==> src/rtl/display_pkg.sv <==
// Shared widths, limits and types for the multiplexed BCD display scanner.
// The slot state names the guard and drive parts of a digit slot.
package display_pkg;

    localparam int BCD_W      = 4;
    localparam int DIGITS_DEF = 4;

    localparam logic [BCD_W-1:0] BCD_MAX = 4'd9;

    typedef logic [DIGITS_DEF*BCD_W-1:0] digits_t;

    typedef enum logic {
        SLOT_GUARD = 1'b0,
        SLOT_DRIVE = 1'b1
    } slot_state_t;

    function automatic logic bcd_ok(input logic [BCD_W-1:0] nib);
        return nib <= BCD_MAX;
    endfunction

endpackage

==> src/rtl/display_scan_ctrl_slot_timer.sv <==
// Slot prescaler and digit index for the display scan, with frame-start and
// transfer-edge strobes. Counters hold until the first edge after reset.
module slot_timer
    import display_pkg::*;
#(
    parameter  int DIGITS   = DIGITS_DEF,
    parameter  int PRESCALE = 1000,
    localparam int CW       = $clog2(PRESCALE),
    localparam int IW       = (DIGITS > 1) ? $clog2(DIGITS) : 1
) (
    input  logic          clk,
    input  logic          rst,
    output logic          run_o,
    output slot_state_t   slot_o,
    output logic [IW-1:0] idx_o,
    output logic          frame_o,
    output logic          xfer_o
);

    logic          run_q;
    logic [CW-1:0] cnt_q, cnt_d;
    logic [IW-1:0] idx_q, idx_d;
    logic          last_cnt, last_idx;

    assign last_cnt = (cnt_q == CW'(PRESCALE - 1));
    assign last_idx = (idx_q == IW'(DIGITS - 1));

    always_comb begin
        cnt_d = cnt_q;
        idx_d = idx_q;
        if (run_q) begin
            if (last_cnt) begin
                cnt_d = '0;
                idx_d = last_idx ? '0 : idx_q + 1'b1;
            end else begin
                cnt_d = cnt_q + 1'b1;
            end
        end
    end

    always_ff @(posedge clk) begin
        if (rst) begin
            run_q <= 1'b0;
            cnt_q <= '0;
            idx_q <= '0;
        end else begin
            run_q <= 1'b1;
            cnt_q <= cnt_d;
            idx_q <= idx_d;
        end
    end

    assign run_o   = run_q;
    assign slot_o  = (cnt_q == '0) ? SLOT_GUARD : SLOT_DRIVE;
    assign idx_o   = idx_q;
    assign frame_o = run_q && (cnt_q == '0) && (idx_q == '0);
    assign xfer_o  = run_q && last_cnt && last_idx;

endmodule

==> src/rtl/display_scan_ctrl.sv <==
// Time-multiplexed scanner feeding one shared BCD decoder: double-buffered
// digits, frame-synchronous transfer, leading-zero blanking and blink.
module display_scan_ctrl
    import display_pkg::*;
#(
    parameter int DIGITS       = DIGITS_DEF,
    parameter int PRESCALE     = 1000,
    parameter int BLINK_FRAMES = 64
) (
    input  logic                    clk,
    input  logic                    rst,
    input  logic                    load_i,
    input  logic [DIGITS*BCD_W-1:0] digits_i,
    input  logic                    blank_lz_i,
    input  logic                    blink_i,
    output logic [BCD_W-1:0]        bcd_o,
    output logic [DIGITS-1:0]       digit_en_o,
    output logic                    frame_o,
    output logic                    load_ack_o,
    output logic                    pending_o
);

    localparam int IW = (DIGITS > 1) ? $clog2(DIGITS) : 1;
    localparam int BW = (BLINK_FRAMES > 1) ? $clog2(BLINK_FRAMES) : 1;

    logic [DIGITS*BCD_W-1:0] shadow_q, shadow_d, active_q, active_d;
    logic                    pending_q, pending_d, ack_q, ack_d;
    logic                    blz_q;
    logic [BW-1:0]           bcnt_q, bcnt_d;
    logic                    phase_q, phase_d;

    logic          run, xfer;
    slot_state_t   slot;
    logic [IW-1:0] idx;

    slot_timer #(.DIGITS(DIGITS), .PRESCALE(PRESCALE)) u_slot_timer (
        .clk     (clk),
        .rst     (rst),
        .run_o   (run),
        .slot_o  (slot),
        .idx_o   (idx),
        .frame_o (frame_o),
        .xfer_o  (xfer)
    );

    // A load coinciding with the transfer edge bypasses the shadow (newest wins).
    always_comb begin
        shadow_d  = load_i ? digits_i : shadow_q;
        active_d  = active_q;
        pending_d = pending_q;
        ack_d     = 1'b0;
        if (xfer && (load_i || pending_q)) begin
            active_d  = load_i ? digits_i : shadow_q;
            pending_d = 1'b0;
            ack_d     = 1'b1;
        end else if (load_i) begin
            pending_d = 1'b1;
        end

        bcnt_d  = bcnt_q;
        phase_d = phase_q;
        if (!blink_i) begin
            bcnt_d  = '0;
            phase_d = 1'b1;
        end else if (xfer) begin
            if (bcnt_q == BW'(BLINK_FRAMES - 1)) begin
                bcnt_d  = '0;
                phase_d = ~phase_q;
            end else begin
                bcnt_d = bcnt_q + 1'b1;
            end
        end
    end

    always_ff @(posedge clk) begin
        if (rst) begin
            shadow_q  <= '0;
            active_q  <= '0;
            pending_q <= 1'b0;
            ack_q     <= 1'b0;
            blz_q     <= 1'b0;
            bcnt_q    <= '0;
            phase_q   <= 1'b1;
        end else begin
            shadow_q  <= shadow_d;
            active_q  <= active_d;
            pending_q <= pending_d;
            ack_q     <= ack_d;
            blz_q     <= blank_lz_i;
            bcnt_q    <= bcnt_d;
            phase_q   <= phase_d;
        end
    end

    logic [BCD_W-1:0] nib;
    logic             upper_zero, dark;

    assign nib = active_q[idx*BCD_W +: BCD_W];

    // Digit k is a leading zero when it and every digit to its left are zero.
    always_comb begin
        upper_zero = 1'b1;
        for (int k = 0; k < DIGITS; k++) begin
            if (k >= int'(idx)) begin
                upper_zero = upper_zero & (active_q[k*BCD_W +: BCD_W] == '0);
            end
        end
        dark = !bcd_ok(nib) || (blz_q && (idx != '0) && upper_zero) || !phase_q;

        bcd_o      = bcd_ok(nib) ? nib : '0;
        digit_en_o = '0;
        if (run && (slot == SLOT_DRIVE) && !dark) begin
            digit_en_o[idx] = 1'b1;
        end
    end

    assign load_ack_o = ack_q;
    assign pending_o  = pending_q;

endmodule

==> config.mk <==
export PLATFORM = sky130hd
export DESIGN_NAME = display_scan_ctrl
export DESIGN_NICKNAME = d
export VERILOG_FILES = /design/src/rtl/display_pkg.sv /design/src/rtl/display_scan_ctrl_slot_timer.sv /design/src/rtl/display_scan_ctrl.sv
export SDC_FILE = /design/constraint.sdc
export NUM_CORES = 1
export LEC_CHECK = 0
export BUFFER_PORTS_ARGS = -buffer_cell sky130_fd_sc_hd__buf_2
export CAP_MARGIN = 20
export CORE_ASPECT_RATIO = 0.6
export CORE_MARGIN = 3
export CORE_UTILIZATION = 27
export CTS_CLUSTER_DIAMETER = 60
export DETAILED_ROUTE_END_ITERATION = 16
export GPL_ROUTABILITY_DRIVEN = 0
export RECOVER_POWER = 100
export SYNTH_ARGS = -nofsm -noshare
export SYNTH_HDL_FRONTEND = slang
export SYNTH_SLANG_ARGS = --single-unit
==> constraint.sdc <==
create_clock -name clk -period 2.6 [get_ports clk]
set_input_delay 0.52 -clock clk [delete_from_list [all_inputs] [get_ports clk]]
set_output_delay 0.52 -clock clk [all_outputs]
set_load 0.005 [all_outputs]
==> flow_summary.yaml, run 1 <==
yosys:
  yosys.area.top_type: "dfxtp_1"
  synth.top_cell.area_share_pct: 46.7
  synth_fp_nets: 263
  synthTopCellsByArea: "dfxtp_1, mux2i_1, nor2_1"
  ys.warnings.count: 0
  syn_inst: 235
  synth_edf_count: 0
  synth_seq_area_share_pct: 46.7
  synth.distinct_cells: 38
  netlist_area_um2: 2360
  ys_async_sr_fraction_pct: 0
  yosys.cell_count.top_type: "dfxtp_1"
  synth_seq_cells: 55
  syn_avg_cell_area_um2: 10.0
  synth_ff_type: "dfxtp_1"
  yosys-top-cells-count: "dfxtp_1, nor2_1, mux2i_1"
timing:
  final.min_clock_period_ns: 2.45
  tns_ns: 0
  slew_viol_final: 0
  fmax_mhz: 409
  hold_ws_ns: 0.438
  fin_skew_ns: 0.00758
  tightestPinTransition_ns: 1.11
  setup_ws_ns: 0.152
  timing.final.hold_violations: 0
  timing.final.crit_share_pct: 94.2
  rsz0062_at_grt: "no"
  finalSetupViolCount: 0
  relSlewSlack_pct: 26.3
setup_path:
  cp_slowest_stage_delay_ns: 0.38
  required_ns: 2.08
  rr_endpoint: "active_q[0]$_SDFFE_PP0P_"
  arrival_ns: 1.93
  reg2reg_from: "u_slot_timer.idx_o[1]$_SDFFE_PP0P_"
  path_class: "flop to primary output"
  cp-end-kind: "primary output"
  cp-start-kind: "flop"
  ff2ff_setup_slack_ns: 0.29
  cp_max_fo: 6
  worstRegToRegCells: 6
  crit_chain: "buf_4 > inv_1 > ha_1 > nor2b_1 > o2111ai_2 > o2111ai_4 > nor2_1 > buf_2"
  critPathSlowestCell: "dfxtp_4"
pwr:
  peakVddDrop_mv: 0.237
  clkPwrFrac_pct: 41.5
  power.density_nw_per_um2: 595
  switchingPower_uw: 381
  p_seq_share_pct: 52.1
  leakage_nw: 1.13
  p_int_mw: 1.29
  swShare_pct: 22.8
  p_comb_share_pct: 6.4
floorplanning:
  num_io_pins: 32
  core_area_um2: 8160
  start_util_pct: 28.9
  fp.dieH_um: 78.4
  fp.dieArea_um2: 9930
  rows: 25
  fp.dieW_um: 127
hold_path:
  whs_endpoint: "u_slot_timer.run_o$_DFF_P_"
  holdPathStages: 2
  hold_path.class: "input pin to flop"
  min_from: "rst"
clock_tree:
  hold_buffers: 0
  clk_latency_ns: 0.30
  clockBufferDepth: 2
  h-tree-depth: 2
  path_clk_slew_ns: 0.07
  postCtsSetupRepairBufs: 0
  clock-root-buffer: "clkbuf_16"
  clock_sinks: 55
  cts_tree: "yes"
  cts_buffers: 5
finish:
  fillers: 866
  area_delta_synth_final_pct: 19.3
  n_antenna_cell: 0
  multi_input_comb_area_um2: 1180
  stdcell_count: 378
  ff_latch_area_um2: 1110
  drive_above_1_share_pct: 20.4
  fin_util_pct: 34.5
  nets: 297
global_route:
  grt_usage_pct: 11.5
  grt_pass1_vias: 1654
  grt_max_degree: 25
  antenna_found_initial: 0
  grt_overflow_total: 0
  grt_pass1_wl_mm: 8.86
routing:
  wl_mm: 5.55
  drc: 0
  wl_per_cell_um: 14.7
  drtIter0Drc: 70
  post_drt_via_cell_ratio: 4.76
  firstDrtPassIters: 5
  via_count: 1799
  ant_nets: 0
place:
  io_buffer_count: 31
  dpl_worst_slack_ns: 0.270
  hpwl_mm: 4.18
  placedCellCount: 370
run:
  cap_violations: 0
outcome:
  run_status: "complete, no violations"
-- repair_timing --
item | CTS | global route
endpoints found under the setup margin | 4 | 4
resized for setup | 1 | 7
gates cloned | 0 | 0
pin swaps | 0 | 1
-- power groups by stage --
stage | combinational, mW | clock, mW | sequential [mW]
4_1_cts | 0.107 | 0.717 | 0.873
3_3_place_gp | 0.103 | 0 | 0.892
2_1_floorplan | 0.0659 | 0 | 0.888
6_report | 0.107 | 0.695 | 0.872
5_1_grt | 0.120 | 0.742 | 0.874
3_5_place_dp | 0.105 | 0 | 0.892
-- layer usage --
layer | up-vias | share of wire [%] | track usage, %
met4 | 0 | 1.4 | 3.85
met2 | 38 | 37 | 14.2
li1 | 897 | - | -
met1 | 858 | 56 | 17.9
met5 | - | 0 | 0
met3 | 6 | 5.5 | 4.01
-- kinds of logic (layout without fill, tap and decap cells) --
logic type	Yosys count	after routing	share of synthesized area (%)
flops	55	55	46.7
compound gates	29	29	9.38
simple gates	87	87	20.4
fa+ha+maj	7	7	3.71
mux	24	24	12.3
xor+xnor	10	10	3.71
buf+inv	23	58	3.82
-- metrics by stage --
step	instance area, um2	power, mW
final	2820	1.67
after detailed placement	2650	0.998
after global placement	2650	0.995
after global routing	2820	1.74
after CTS	2820	1.70
after floorplan	2360	0.954
-- layout make-up --
class | instances | area share, %
clock buffers | 6 | 4.93
clock inverters | 2 | 0.578
inverters | 13 | 1.73
multi-input cells | 157 | 41.9
flip-flops and latches | 55 | 39.3
well taps | 108 | 4.80
repair buffers | 37 | 6.76
-- critical path: cells and delay by family, from the launching register on --
family | cells | cell delay (ns)
compound gates | 2 | 0.49
fa+ha+maj | 1 | 0.20
buf+inv | 3 | 0.34
flops | 1 | 0.38
simple gates | 2 | 0.22
-- registers in the layout, summed over array words and instances (netlist names) --
register,flops
pending_o,1
u_slot_timer.run_o,1
u_slot_timer.idx_o,2
bcnt_q,6
load_ack_o,1
blz_q,1
shadow_q,16
u_slot_timer.cnt_q,10
active_q,16
phase_q,1
-- worst max path at each step --
stage                                       start             to  slack, ns
6_report       u_slot_timer.idx_o[1]$_SDFFE_PP0P_  digit_en_o[0]       0.15
5_1_grt        u_slot_timer.idx_o[1]$_SDFFE_PP0P_  digit_en_o[0]      0.006
3_3_place_gp   u_slot_timer.idx_o[1]$_SDFFE_PP0P_  digit_en_o[0]       0.28
2_1_floorplan  u_slot_timer.idx_o[1]$_SDFFE_PP0P_  digit_en_o[0]       0.42
4_1_cts        u_slot_timer.idx_o[1]$_SDFFE_PP0P_  digit_en_o[3]      0.006
3_5_place_dp   u_slot_timer.idx_o[1]$_SDFFE_PP0P_  digit_en_o[3]       0.27
-- cell usage in the layout (no fill, tap or decap), types with 3 or more instances in the layout --
cell type	Yosys	final
ha_1	7	7
mux2i_1	20	20
nand2_1	7	7
xnor2_1	6	6
nor3_1	6	6
inv_1	12	13
o21ai_0	2	3
nor2b_1	4	4
clkbuf_16	0	5
nor4_1	4	5
buf_4	0	4
mux4_2	4	4
dfxtp_1	55	53
nand3_1	3	3
buf_2	3	27
a21oi_1	5	5
o2bb2ai_1	16	16
xor2_1	4	4
nor2_1	40	39
and3_1	5	5
clkbuf_1	7	4
(Power assumes the default switching activity.)
==> inputs of run 2 (changes only) <==
--- a/config.mk
+++ b/config.mk
@@ -5,14 +5,16 @@
 export SDC_FILE = /design/constraint.sdc
 export NUM_CORES = 1
 export LEC_CHECK = 0
+export ABC_AREA = 0
 export BUFFER_PORTS_ARGS = -buffer_cell sky130_fd_sc_hd__buf_2
 export CAP_MARGIN = 20
 export CORE_ASPECT_RATIO = 0.6
 export CORE_MARGIN = 3
-export CORE_UTILIZATION = 27
+export CORE_UTILIZATION = 50
 export CTS_CLUSTER_DIAMETER = 60
 export DETAILED_ROUTE_END_ITERATION = 16
 export GPL_ROUTABILITY_DRIVEN = 0
+export PLACE_DENSITY = 0.71
 export RECOVER_POWER = 100
 export SYNTH_ARGS = -nofsm -noshare
 export SYNTH_HDL_FRONTEND = slang
==> run 2 against run 1 <==
Die area decreased by 44%. Hold slack improved by 0.0050 ns. Critical path depth is 3 lower. Combinational power fell by 10%. Non-clock buffer count is 4 lower. Global-route usage grew 6.9 points. Utilization rose by 27 points. Maximum frequency is 1.5% lower. Critical path type unchanged. Critical endpoint is now digit_en_o[1].
==> flow_summary.yaml, run 2 (same netlist as run 1, synthesis figures left out) <==
pwr:
  swShare_pct: 21.7
  switchingPower_uw: 327
  p_comb_share_pct: 6.4
  peakVddDrop_mv: 0.399
  clkPwrFrac_pct: 36.0
  p_seq_share_pct: 57.7
  power.density_nw_per_um2: 571
  p_int_mw: 1.18
  leakage_nw: 1.08
run:
  cap_violations: 0
floorplanning:
  fp.dieW_um: 94.7
  fp.dieH_um: 59.2
  start_util_pct: 54.6
  fp.dieArea_um2: 5610
  num_io_pins: 32
  rows: 18
  core_area_um2: 4320
clock_tree:
  cts_resized: 1
  clock-root-buffer: "clkbuf_8"
  clockBufferDepth: 2
  postCtsSetupRepairBufs: 0
  clk_latency_ns: 0.30
  cts_buffers: 5
  hold_buffers: 0
  cts_tree: "yes"
  h-tree-depth: 2
  path_clk_slew_ns: 0.09
  clock_sinks: 55
setup_path:
  cp-end-kind: "primary output"
  reg2reg_from: "u_slot_timer.idx_o[0]$_SDFFE_PP0P_"
  ff2ff_setup_slack_ns: 0.20
  cp_max_fo: 9
  rr_endpoint: "active_q[5]$_SDFFE_PP0P_"
  arrival_ns: 1.97
  required_ns: 2.08
  worstRegToRegCells: 6
  path_class: "flop to primary output"
  cp-start-kind: "flop"
finish:
  stdcell_count: 325
  final_cell_mix: "dfxtp_1, nor2_1, buf_2, mux2i_1, o2bb2ai_1"
  area_delta_synth_final_pct: 12.2
  multi_input_comb_area_um2: 1150
  n_antenna_cell: 0
  fillers: 407
  ff_latch_area_um2: 1110
  drive_above_1_share_pct: 15.5
  nets: 293
  final_common_cell: "dfxtp_1"
  reg_top3: "active_q (16), shadow_q (16), u_slot_timer.cnt_q (10)"
routing:
  ant_nets: 0
  drc: 0
  wl_mm: 4.83
  post_drt_via_cell_ratio: 5.35
  wl_per_cell_um: 14.9
  firstDrtPassIters: 4
  via_count: 1738
  drtIter0Drc: 112
timing:
  fmax_mhz: 402
  finalSetupViolCount: 0
  tightestPinTransition_ns: 1.17
  final.min_clock_period_ns: 2.49
  timing.final.hold_violations: 0
  relSlewSlack_pct: 22.1
  rsz0062_at_grt: "no"
  hold_ws_ns: 0.443
  fin_skew_ns: 0.00693
  slew_viol_final: 0
  timing.final.crit_share_pct: 95.6
  tns_ns: 0
hold_path:
  whs_endpoint: "blz_q$_SDFF_PP0_"
  holdPathStages: 2
  hold_path.class: "input pin to flop"
  min_from: "blank_lz_i"
place:
  hpwl_mm: 3.52
  io_buffer_count: 31
  placedCellCount: 318
global_route:
  antenna_found_initial: 0
  grt_overflow_total: 0
  grt_pass1_vias: 1594
  grt_usage_pct: 18.4
  grt_pass1_wl_mm: 7.93
  grt_max_degree: 26
outcome:
  run_status: "complete, no violations"
## run 2: cell types whose count changed in the layout (fill, tap and decap cells not counted), sizes merged
cell	before	now
buf	31	23
bufinv	0	1
clkbuf	12	15
clkinv	1	0
## run 2: stage by stage
| step | setup slack, ns | util, % | power [mW] | instance area [um2] |
|---|---|---|---|---|
| after global routing | 0.00948 | 61.2 | 1.57 | 2650 |
| after floorplan | 0.424 | - | 0.954 | 2360 |
| after detailed placement | 0.274 | 59.3 | 0.991 | 2560 |
| after CTS | 0.0608 | 61.8 | 1.53 | 2670 |
| final | 0.114 | 61.2 | 1.51 | 2650 |
| after global placement | 0.329 | 59.1 | 0.987 | 2560 |
## run 2: metal layers
layer | track usage [%] | vias up | share of wire (%)
met1 | 28.5 | 810 | 55
met2 | 25.4 | 32 | 40
li1 | - | 892 | -
met4 | 4.93 | 0 | 0.79
met5 | 0 | - | 0
met3 | 4.44 | 4 | 4.2
## run 2: final cells by class
cell class                      count  area share, %
Inverter                           13           1.84
Clock inverter                      2           1.42
Clock buffer                        5           2.60
Multi-Input combinational cell    157           43.6
Timing Repair Buffer               33           5.95
Tap cell                           60           2.84
Sequential cell                    55           41.8
## run 2: power by group through the flow
stage                     combinational (mW)  sequential, mW  clock, mW
final                                 0.0963           0.872      0.544
after CTS                             0.0987           0.873      0.557
after global placement                0.0951           0.892          0
after detailed placement              0.0981           0.893          0
after floorplan                       0.0659           0.888          0
after global routing                   0.109           0.875      0.588
## run 2: critical path, cell delays in order (launching register included)
cell,delay (ns)
dfxtp_4,0.42
mux4_2,0.53
o21ai_1,0.21
o2111ai_1,0.22
nor2_1,0.15
clkbuf_1,0.14
## run 2: worst max-delay path by stage
stage | to | startpoint | cells after the start
final | digit_en_o[1] | u_slot_timer.idx_o[1]$_SDFFE_PP0P_ | 5
after floorplan | digit_en_o[0] | u_slot_timer.idx_o[1]$_SDFFE_PP0P_ | 5
after global placement | digit_en_o[0] | u_slot_timer.idx_o[1]$_SDFFE_PP0P_ | 5
after global routing | digit_en_o[0] | u_slot_timer.idx_o[1]$_SDFFE_PP0P_ | 5
after detailed placement | digit_en_o[1] | u_slot_timer.idx_o[1]$_SDFFE_PP0P_ | 5
after CTS | digit_en_o[1] | u_slot_timer.idx_o[1]$_SDFFE_PP0P_ | 5
